File: config.mk
export PLATFORM = sky130hd
export DESIGN_NAME = pipelined_cla_adder
export DESIGN_NICKNAME = d
export VERILOG_FILES = /design/src/rtl/pipelined_cla_adder.sv
export SDC_FILE = /design/constraint.sdc
export NUM_CORES = 1
export LEC_CHECK = 0
export ABC_AREA = 1
export BUFFER_PORTS_ARGS = -buffer_cell sky130_fd_sc_hd__buf_2
export CAP_MARGIN = 20
export CORE_MARGIN = 2
export CORE_UTILIZATION = 50
export DETAILED_ROUTE_END_ITERATION = 7
export PLACE_DENSITY = 0.73
export SETUP_SLACK_MARGIN = 0.4
export SKIP_CTS_REPAIR_TIMING = 1
export SYNTH_ARGS = -nofsm -noshare
export SYNTH_HDL_FRONTEND = slang
export SYNTH_SLANG_ARGS = --single-unit
File: constraint.sdc
create_clock -name clk -period 3.9 [get_ports clk]
set_input_delay 0.78 -clock clk [delete_from_list [all_inputs] [get_ports clk]]
set_output_delay 0.78 -clock clk [all_outputs]
set_load 0.03 [all_outputs]
File: src/rtl/pipelined_cla_adder.sv
// Two-stage pipelined carry-lookahead adder with valid/ready handshake.
// Optional signed-overflow and zero flags are built when CLA_FLAGS_EN is defined.
module pipelined_cla_adder #(
  parameter int unsigned WIDTH = 32
) (
  input  logic             clk,
  input  logic             reset,
  input  logic             in_valid,
  output logic             in_ready,
  input  logic [WIDTH-1:0] a,
  input  logic [WIDTH-1:0] b,
  input  logic             carry_in,
  output logic             out_valid,
  input  logic             out_ready,
  output logic [WIDTH-1:0] sum,
  output logic             carry_out
`ifdef CLA_FLAGS_EN
  ,
  output logic             overflow,
  output logic             zero
`endif
);

  localparam int unsigned GROUPS = WIDTH / 4;

  if ((WIDTH % 4) != 0 || WIDTH == 0) begin : g_width_check
    $error("pipelined_cla_adder: WIDTH must be a non-zero multiple of 4");
  end

  // Full 4-bit lookahead: returns {c4, c3, c2, c1} from group p/g and carry-in.
  function automatic logic [3:0] group_carries(input logic [3:0] p4,
                                               input logic [3:0] g4,
                                               input logic       cin);
    logic c1, c2, c3, c4;
    c1 = g4[0] | (p4[0] & cin);
    c2 = g4[1] | (p4[1] & g4[0]) | (p4[1] & p4[0] & cin);
    c3 = g4[2] | (p4[2] & g4[1]) | (p4[2] & p4[1] & g4[0])
       | (p4[2] & p4[1] & p4[0] & cin);
    c4 = g4[3] | (p4[3] & g4[2]) | (p4[3] & p4[2] & g4[1])
       | (p4[3] & p4[2] & p4[1] & g4[0])
       | (p4[3] & p4[2] & p4[1] & p4[0] & cin);
    return {c4, c3, c2, c1};
  endfunction

  logic             adv1;
  logic             adv2;
  logic [WIDTH-1:0] p_c;
  logic [WIDTH-1:0] g_c;
  logic [WIDTH-1:0] c_c;
  logic             cout_c;
  logic             ripple;
  logic [3:0]       grp;

  logic             s1_valid;
  logic [WIDTH-1:0] s1_p;
  logic [WIDTH-1:0] s1_c;
  logic             s1_cout;
  logic [WIDTH-1:0] sum_nxt;

  // Pipeline advance: stage 2 moves when empty or drained, stage 1 when stage 2 can take it.
  assign adv2     = !out_valid || out_ready;
  assign adv1     = !s1_valid || adv2;
  assign in_ready = adv1;

  // Lookahead within each group, rippling group carry-outs to the next group.
  always_comb begin
    p_c    = a ^ b;
    g_c    = a & b;
    c_c    = '0;
    grp    = '0;
    ripple = carry_in;
    for (int unsigned k = 0; k < GROUPS; k++) begin
      grp              = group_carries(p_c[4*k +: 4], g_c[4*k +: 4], ripple);
      c_c[4*k]         = ripple;
      c_c[4*k+1 +: 3]  = grp[2:0];
      ripple           = grp[3];
    end
    cout_c = ripple;
  end

  // Stage 1: propagate bits and per-bit carries.
  always_ff @(posedge clk) begin
    if (reset) begin
      s1_valid <= 1'b0;
      s1_p     <= '0;
      s1_c     <= '0;
      s1_cout  <= 1'b0;
    end else if (adv1) begin
      s1_valid <= in_valid;
      s1_p     <= p_c;
      s1_c     <= c_c;
      s1_cout  <= cout_c;
    end
  end

  assign sum_nxt = s1_p ^ s1_c;

  // Stage 2: final sum and carry-out.
  always_ff @(posedge clk) begin
    if (reset) begin
      out_valid <= 1'b0;
      sum       <= '0;
      carry_out <= 1'b0;
    end else if (adv2) begin
      out_valid <= s1_valid;
      sum       <= sum_nxt;
      carry_out <= s1_cout;
    end
  end

`ifdef CLA_FLAGS_EN
  localparam int unsigned MSB = WIDTH - 1;

  logic s1_a_msb;
  logic s1_b_msb;

  // Operand sign bits travel with stage 1 so overflow can be formed after the sum.
  always_ff @(posedge clk) begin
    if (reset) begin
      s1_a_msb <= 1'b0;
      s1_b_msb <= 1'b0;
    end else if (adv1) begin
      s1_a_msb <= a[MSB];
      s1_b_msb <= b[MSB];
    end
  end

  always_ff @(posedge clk) begin
    if (reset) begin
      overflow <= 1'b0;
      zero     <= 1'b0;
    end else if (adv2) begin
      overflow <= (s1_a_msb ~^ s1_b_msb) & (sum_nxt[MSB] ^ s1_a_msb);
      zero     <= ~|sum_nxt;
    end
  end
`endif

endmodule

# After elaboration in Yosys (flattened, before gate mapping)
# Cells that the tools add are included.
classes:
  bitwise_logic: 211
  reduce_logical: 4
ops:
  columns: ["operator", "count"]
  rows:
  - ["AND 1 bit", 128]
  - ["bitwise OR 1 bit", 80]
  - ["XOR 32 bit", 2]
  - ["AND 32 bit", 1]
  - ["logical NOT 1 bit", 2]
  - ["logical OR 1 bit", 2]
word_totals:
  word_cells: 222
  ff_bits: 100
  out_inout_bits: 35

# Depth between registers and ports, before layout
# Gate-level depths: netlist (run 1).
logic_depth:
  word_depth: 20
  depth_mapped: 21
  ltp_nobuf: 21

# Least setup slack after synthesis (run 1)
# Ideal clock, no wire load.
synth_path:
  kind: "input to output"
  startpoint: "in out_ready"
  endpoint: "out in_ready"
  required_time_ps: 3120
  slack_ps: 1330
  arrival_ps: 1790
  stages: 6
  path_cell_list: "nor2_1 > inv_2 > nor2_1 > inv_1 > clkbuf_1 > buf_1"
synth_between:
  elab_chain_cells: 2
synth_lines:
  columns: ["element", "line", "text"]
  rows:
  - ["start, declared", "14", "input logic out_ready,"]
  - ["logical OR 1 bit", "61", "assign adv2 = !out_valid || out_ready;"]
  - ["logical OR 1 bit", "62", "assign adv1 = !s1_valid || adv2;"]
  - ["end, declared", "9", "output logic in_ready,"]
# No other way between the ends.

# Worst setup path after layout (run 1)
# Same ends and word-level chain as after synthesis.

==> results.txt, run 1 <==
* Instance area after placement: 5210 sq um
* Number of iterations in the first detailed-routing pass: 4
- Walking the worst path, the cells encountered are buf_2 -> nor2_1 -> inv_2 -> nor2_4 -> inv_2 -> buf_2.
* Height of the chip: 100 um
- The die covers 10100 sq um.
- Row count: 35
- The largest total area in the synthesized netlist belongs to dfxtp_1.
* Warnings from Yosys: 0
- The critical path contains buffers and inverters numbering 4 combined.
- Antenna-violating nets left: 0
- The final-report max-slew violation count was 0.
* Non-Filler Cell Area, Final: 5430 sq um
- Net count after synthesis: 687
- Reg clk slew, reported paths: 90 ps
* Worst Max-Slew Pin Slew: 622 ps
- Number of flip-flops and latches in the synthesized netlist: 100
- In the global route stage, met2 resource usage came out at 0.355.
* Number of DRC markers in iteration 0: 146
* Number of top-level design ports: 104
* Final critical-path share of the clock period: 0.613
- The count of buffers added on input and output ports is 103.
- Fin nets: 774
- Vias in the first global route: 3792
- DRC violation count after routing: 0
- TritonCTS clock tree: done
- Dividing the detail-routed via count by the number of cells gives 5.19.
- Post-synth cell types: 31
* CP peak stage delay: 320 ps
- Power spread over the standard cell area amounts to 426 nW/um^2.
- Critical path data required time: 3120 ps
- EDFF count, synth: 0
- Number of antenna violations at the first check in global routing: 0
- Total negative slack for setup checks: 0 ps
- For this run, the register share of the synthesized area comes to 0.431.
* Global-route usage over all layers: 0.203
- Mean area per synthesized cell: 7.92 sq um
- Hold timing on the final database bottoms out at a slack of 481 ps.
- The run finished with clean final reports.
- Global-route met1 utilization: 0.255
* Kind of cell adding the most delay to the critical path: buffers and inverters
- Tightest slew margin relative to the limit: 0.585
- Largest net degree at the start of global routing: 76
* CP startpoint kind: input port
- Counting instances in the post-synthesis netlist gives the leading cell types as 100 x dfxtp_1, 84 x nand2_1, 70 x o21ai_0.
- Count leader, synth: dfxtp_1
- Wirelength, routed: 9.90 mm
- The path class of the tightest hold or removal check is flop to flop.
- Upper clock frequency limit: 418 MHz
- Core Region: 9110 sq um
- Maximum root-to-sink buffer count: 2
* Cell area after synthesis: 4640 sq um
* Flip-flop cell with the highest count after synthesis: dfxtp_1
- The H-tree was split into 3 levels.
* Global placement routability congestion: 0.806
* Post-DP HPWL: 6.78 mm
- Final critical delay including setup and external delays: 2390 ps
- The first global-routing pass estimated 16.7 mm of wire.
- After detailed routing, the average wire length per cell comes to 12.5 um.
- Fraction of final layout cells with drive strength greater than 1: 0.217
- The initial utilization of the core area, before any placement, comes to 0.510.
- Relative to the synthesized area, the layout overhead comes to 16.9%.
- Count of maximum capacitance violations: 0
- Clock tree root buffer cell: clkbuf_8
- Proportion of synthesized flip-flops having asynchronous set or reset: 0
* Final antenna diode count: 0
* Worst Skew: 8.90 ps
- Overall power of the completed layout: 2310 uW
- Maximum fanout along the worst path: 27
- Clock sinks: 100
- Total congestion overflow: 0
* GR Layer Usage met3: 0.0265
- Of the post-synthesis cell area, the dominant cell type holds 0.431.
* Number of instances in the synthesized netlist: 586
* Maximum vdd drop: 0.243 mV
- Number of buffers created by CTS: 9
- Setup repair after global routing left no endpoint under its margin.
* Setup CP Type: input port to primary output
- Die boundary width: 100 um
- GR peak layer: met2
- For this design the static power due to leakage is 0.00258 uW.
* Data arrival time of the critical path: 1610 ps
- Worst-skew pair later-pin latency: 350 ps
* Main area contributors after synthesis: dfxtp_1 43%, ha_1 8.6%, o21ai_0 7.5%, a21oi_1 7.2%, nand2_1 6.8%
- Count of final hold-check violations: 0
- The detailed router placed 4092 vias in this run.
* Kind of end point of the critical path: primary output
- Cell with the largest stage delay on the worst path: inv_2
- Setup violations remaining at the end of the flow were counted as 0.
per-layer routing:
layer / vias to the layer above / part of all wire
li1: 2115 / -
met3: 14 / 0.039
met5: - / 0
met1: 1862 / 0.46
met2: 101 / 0.48
met4: 0 / 0.019
cell type report:
class | count | area [sq um]
inverter | 44 | 165
clock buffer | 10 | 138
clock inverter | 6 | 63.8
timing repair buffer | 108 | 566
multi-input combinational | 410 | 2360
tap | 111 | 139
sequential | 100 | 2000
fill | 859 | 3680
worst register-to-register path: stages, from the launching register on:
cell     delay (ps)
dfxtp_1         320
inv_1            50
nor2_1           40
inv_2            70
nor2_4           40
inv_2           320
buf_4           330
nand2_1         110
o22ai_1         240
a21oi_1          70
or2_1           230
inv_1            50
cell families after synthesis:
logic type / Yosys count / synth area share
flops: 100 / 0.431
simple gates: 178 / 0.161
buf+inv: 76 / 0.0631
mux: 2 / 0.00431
compound gates: 166 / 0.194
xor+xnor: 32 / 0.0604
fa+ha+maj: 32 / 0.0862
where the power goes:
part           switching, uW  internal (uW)  leakage [uW]
clock                    348            313     0.0000983
sequential              56.0           1120      0.000830
combinational            285            189       0.00166
layout by cell type, fill, tap and decap left out, types with 10 or more instances in the layout:
master | Yosys | routed
xnor2_1 | 32 | 32
clkbuf_8 | 0 | 10
a21oi_1 | 67 | 67
nand2_1 | 84 | 84
nor2_1 | 64 | 63
ha_1 | 32 | 32
inv_1 | 41 | 39
o21ai_0 | 70 | 70
dfxtp_1 | 100 | 100
buf_2 | 6 | 103
state kept, by name, summed over array words and instances, names as in the netlist:
signal and cells:
carry_out 1, out_valid 1, s1_c 32, s1_cout 1
s1_p 32, s1_valid 1, sum 32
path summary, 6_finish.rpt:
kind	startpoint	endpoint	slack (ps)	cells past startpoint
max	out_ready	in_ready	1510	6
max reg2reg	out_valid	s1_c[17]	1990	11
min reg2reg	s1_cout	carry_out	480	2
min	s1_cout	carry_out	480	2
stage by stage:
stage,util,instances,setup WS (ps)
5_1_grt,0.596,789,1380
3_3_place_gp,0.572,772,1230
3_5_place_dp,0.572,772,1150
2_1_floorplan,-,586,1330
4_1_cts,0.594,788,1490
6_report,0.596,789,1510
Note: power is estimated with default switching activity, not from simulation.
==> run 2: changes to the inputs <==
--- a/config.mk
+++ b/config.mk
@@ -5,13 +5,13 @@
 export SDC_FILE = /design/constraint.sdc
 export NUM_CORES = 1
 export LEC_CHECK = 0
-export ABC_AREA = 1
+export ABC_AREA = 0
 export BUFFER_PORTS_ARGS = -buffer_cell sky130_fd_sc_hd__buf_2
 export CAP_MARGIN = 20
 export CORE_MARGIN = 2
-export CORE_UTILIZATION = 50
+export CORE_UTILIZATION = 49
 export DETAILED_ROUTE_END_ITERATION = 7
-export PLACE_DENSITY = 0.73
+export PLACE_DENSITY = 0.74
 export SETUP_SLACK_MARGIN = 0.4
 export SKIP_CTS_REPAIR_TIMING = 1
 export SYNTH_ARGS = -nofsm -noshare
==> constraint.sdc (replaced) <==
create_clock -name clk -period 2 [get_ports clk]
set_input_delay 0.4 -clock clk [delete_from_list [all_inputs] [get_ports clk]]
set_output_delay 0.4 -clock clk [all_outputs]
set_load 0.03 [all_outputs]
==> results.txt, run 2 <==
* Leading cell type in the layout, fill and taps excluded: dfxtp_1
- Number of instances in the synthesized netlist: 558
- After synthesis the netlist holds a flip-flop and latch count of 100.
- H-tree depth: 3
* Wirelength, routed: 12.0 mm
* Top Registers: s1_c x32, s1_p x32, sum x32
- The share of synthesized area in the top cell type comes to 0.419.
- For met2 alone, demand over resource in global routing was 0.361.
- Mean area per synthesized cell: 8.56 sq um
- Proportion of synthesized flip-flops having asynchronous set or reset: 0
- In this design, the stage delay of the slowest critical-path cell is 290 ps.
- VDD sags by at most 0.408 mV.
- Starting utilization of the core area: 0.498
- Worst hold margin: 274 ps
* Total via count in the routed design: 4408
- Number of DRC markers in iteration 0: 194
* Number of buffers created by CTS: 9
- Commonest cells in the netlist: 100 x dfxtp_1, 89 x nand2_1, 64 x a21oi_1
- Count leader, synth: dfxtp_1
- GR peak layer: met2
* Global-route met1 utilization: 0.275
- In the final routed layout, each cell accounts on average for 14.5 um.
- From left edge to right edge, the die measures 103 um.
- Yosys printed 0 warnings.
- The number of antenna diodes in the final layout is 0.
- Post-layout utilization of the core: 0.682
* Worst-skew pair later-pin latency: 360 ps
- Maximum root-to-sink buffer count: 2
- Number of buffers and inverters on the critical path: 1
* Fin nets: 789
- Vias in the first global route: 4077
* Die area: 10500 sq um
- Final critical-path share of the clock period: 0.831
- Largest net degree at the start of global routing: 66
- Antenna-violating nets left: 0
- The number of nets in the synthesized netlist is 659.
- Between clock sinks in the finished design, the worst skew comes to 19.2 ps.
* Total congestion overflow: 0
- The worst setup path is captured at a flop.
- Count of final hold-check violations: 0
- Count of maximum capacitance violations: 0
- STA classifies the critical path startpoint as an input port.
- Post-DP HPWL: 7.92 mm
* Number of iterations in the first detailed-routing pass: 4
- The final-report max-slew violation count came to 0.
* Input/output buffers: 103
- Setup violations remaining at the end of the flow were counted as 0.
- For this design the static power due to leakage is 0.00279 uW.
- Via density: 5.34
* Number of antenna violations at the first check in global routing: 0
- The cell area that synthesis handed to floorplanning was 4770 sq um.
* Layout-stage area growth over the synthesis result: 37.1%
- The tree is rooted in a clkbuf_8.
- The library cells used most frequently in the layout, excluding fill and tap cells, are 99 x dfxtp_1, 89 x buf_2, 87 x nand2_1.
- Worst Max-Slew Pin Slew: 537 ps
* Flip-flop cell with the highest count after synthesis: dfxtp_1
* Cell with the largest stage delay on the worst path: ha_4
- Maximum fanout along the worst path: 7
- TritonCTS clock tree: done
- Number of top-level design ports: 104
- In the final layout, the share of cells above drive strength 1 is 0.343.
- Row count: 36
- Broken down by cell family, the worst path's largest delay share belongs to simple AND/OR/NAND/NOR gates.
* Global placement routability congestion: 0.895
* Library cell with the largest summed area after synthesis: dfxtp_1
- Data on the critical path arrives at its endpoint at 1930 ps.
- Cells along the critical path: buf_2 -> ha_4 -> and3_4 -> and3_4 -> o2111ai_4 -> nand3_4 -> o2111ai_4 -> a221oi_2
- The clock drives 100 sinks.
- GR Layer Usage met3: 0.0271
- The tightest min-delay check is of the input port to flop type.
- After clock tree synthesis, the clock-pin slew on the worst setup and hold paths is 90 ps.
* EDFF count, synth: 0
* Height of the chip: 103 um
- Timing would allow up to 602 MHz.
- Main area contributors after synthesis: dfxtp_1 42%, ha_1 8.4%, a211oi_1 7.1%, nand2_1 7.0%, a21oi_1 6.7%
* Final critical delay including setup and external delays: 1660 ps
- Critical path data required time: 2270 ps
- Setup repair after global routing could not meet its margin everywhere.
- Tightest slew margin relative to the limit: 0.642
* First-pass GRT wire length: 17.9 mm
- DRC violation count after routing: 0
- Global-route usage over all layers: 0.210
- For this run, the register share of the synthesized area comes to 0.419.
- Setup CP Type: input port to flop
* Core Region: 9590 sq um
- Cell area power density: 745 nW/um^2
* Post-synth cell types: 50
* Run status: complete, no violations
-- run 2: changes by cell type after synthesis, sizes merged, moves of 4 or more --
cell / delta
o21ai: -57
a211oi: +43
inv: -39
buf: +11
clkbuf: -9
a21oi: -6
nor3: +5
a31oi: -4
and3: +4
nor2b: +4
o2111ai: +4
o211ai: +4
-- run 2: path summary, 6_finish.rpt --
path / slack [ps] / end / start / cells past startpoint
setup / recovery: 340 / s1_c[26] / a[10] / 8
hold / removal: 270 / s1_valid / in_valid / 3
setup reg to reg: 350 / s1_cout / out_valid / 8
hold reg to reg: 470 / s1_c[0] / s1_c[0] / 2
-- run 2: layout make-up --
class,count,area (sq um)
sequential,100,2010
tap,133,166
clock inverter,7,78.8
timing repair buffer,153,1100
multi-input combinational,418,3040
fill,747,3050
clock buffer,9,124
inverter,6,35.0
-- run 2: tightest hold or removal path, stage by stage --
cell and delay, ps:
buf_2 80, nor2_1 30, nor2_1 80
-- run 2: layer usage --
metal	wire length [um]	share of wire
met1	5440	0.45
met2	6020	0.50
met3	469	0.039
met4	86	0.0072
met5	0	0
-- run 2: cell families after synthesis --
| family | count (synthesis) | share of synthesized area |
|---|---|---|
| and+or+nand+nor | 198 | 0.184 |
| xor gates and xnor gates | 32 | 0.0587 |
| adders and majority gates | 32 | 0.0839 |
| DFF | 100 | 0.419 |
| muxes | 3 | 0.00629 |
| buffers and inverters | 40 | 0.0380 |
| AOI/OAI and AO/OA | 153 | 0.209 |
-- run 2: where the power goes --
part           internal (uW)  total [uW]  switching (uW)  leakage (uW)
logic                    578        1260             682       0.00185
clock network            597        1320             727      0.000105
registers               2180        2300             116      0.000831
-- run 2: stage by stage --
step	TNS (ps)	area [sq um]	worst slack [ps]	std cells	power, uW
2_1_floorplan	0	5030	269	558	3090
3_3_place_gp	-393	5870	-57.8	799	3440
3_5_place_dp	-728	5870	-73.7	799	3470
4_1_cts	0	6070	18.9	815	4780
5_1_grt	0	6550	281	826	5120
6_report	0	6550	339	826	4880
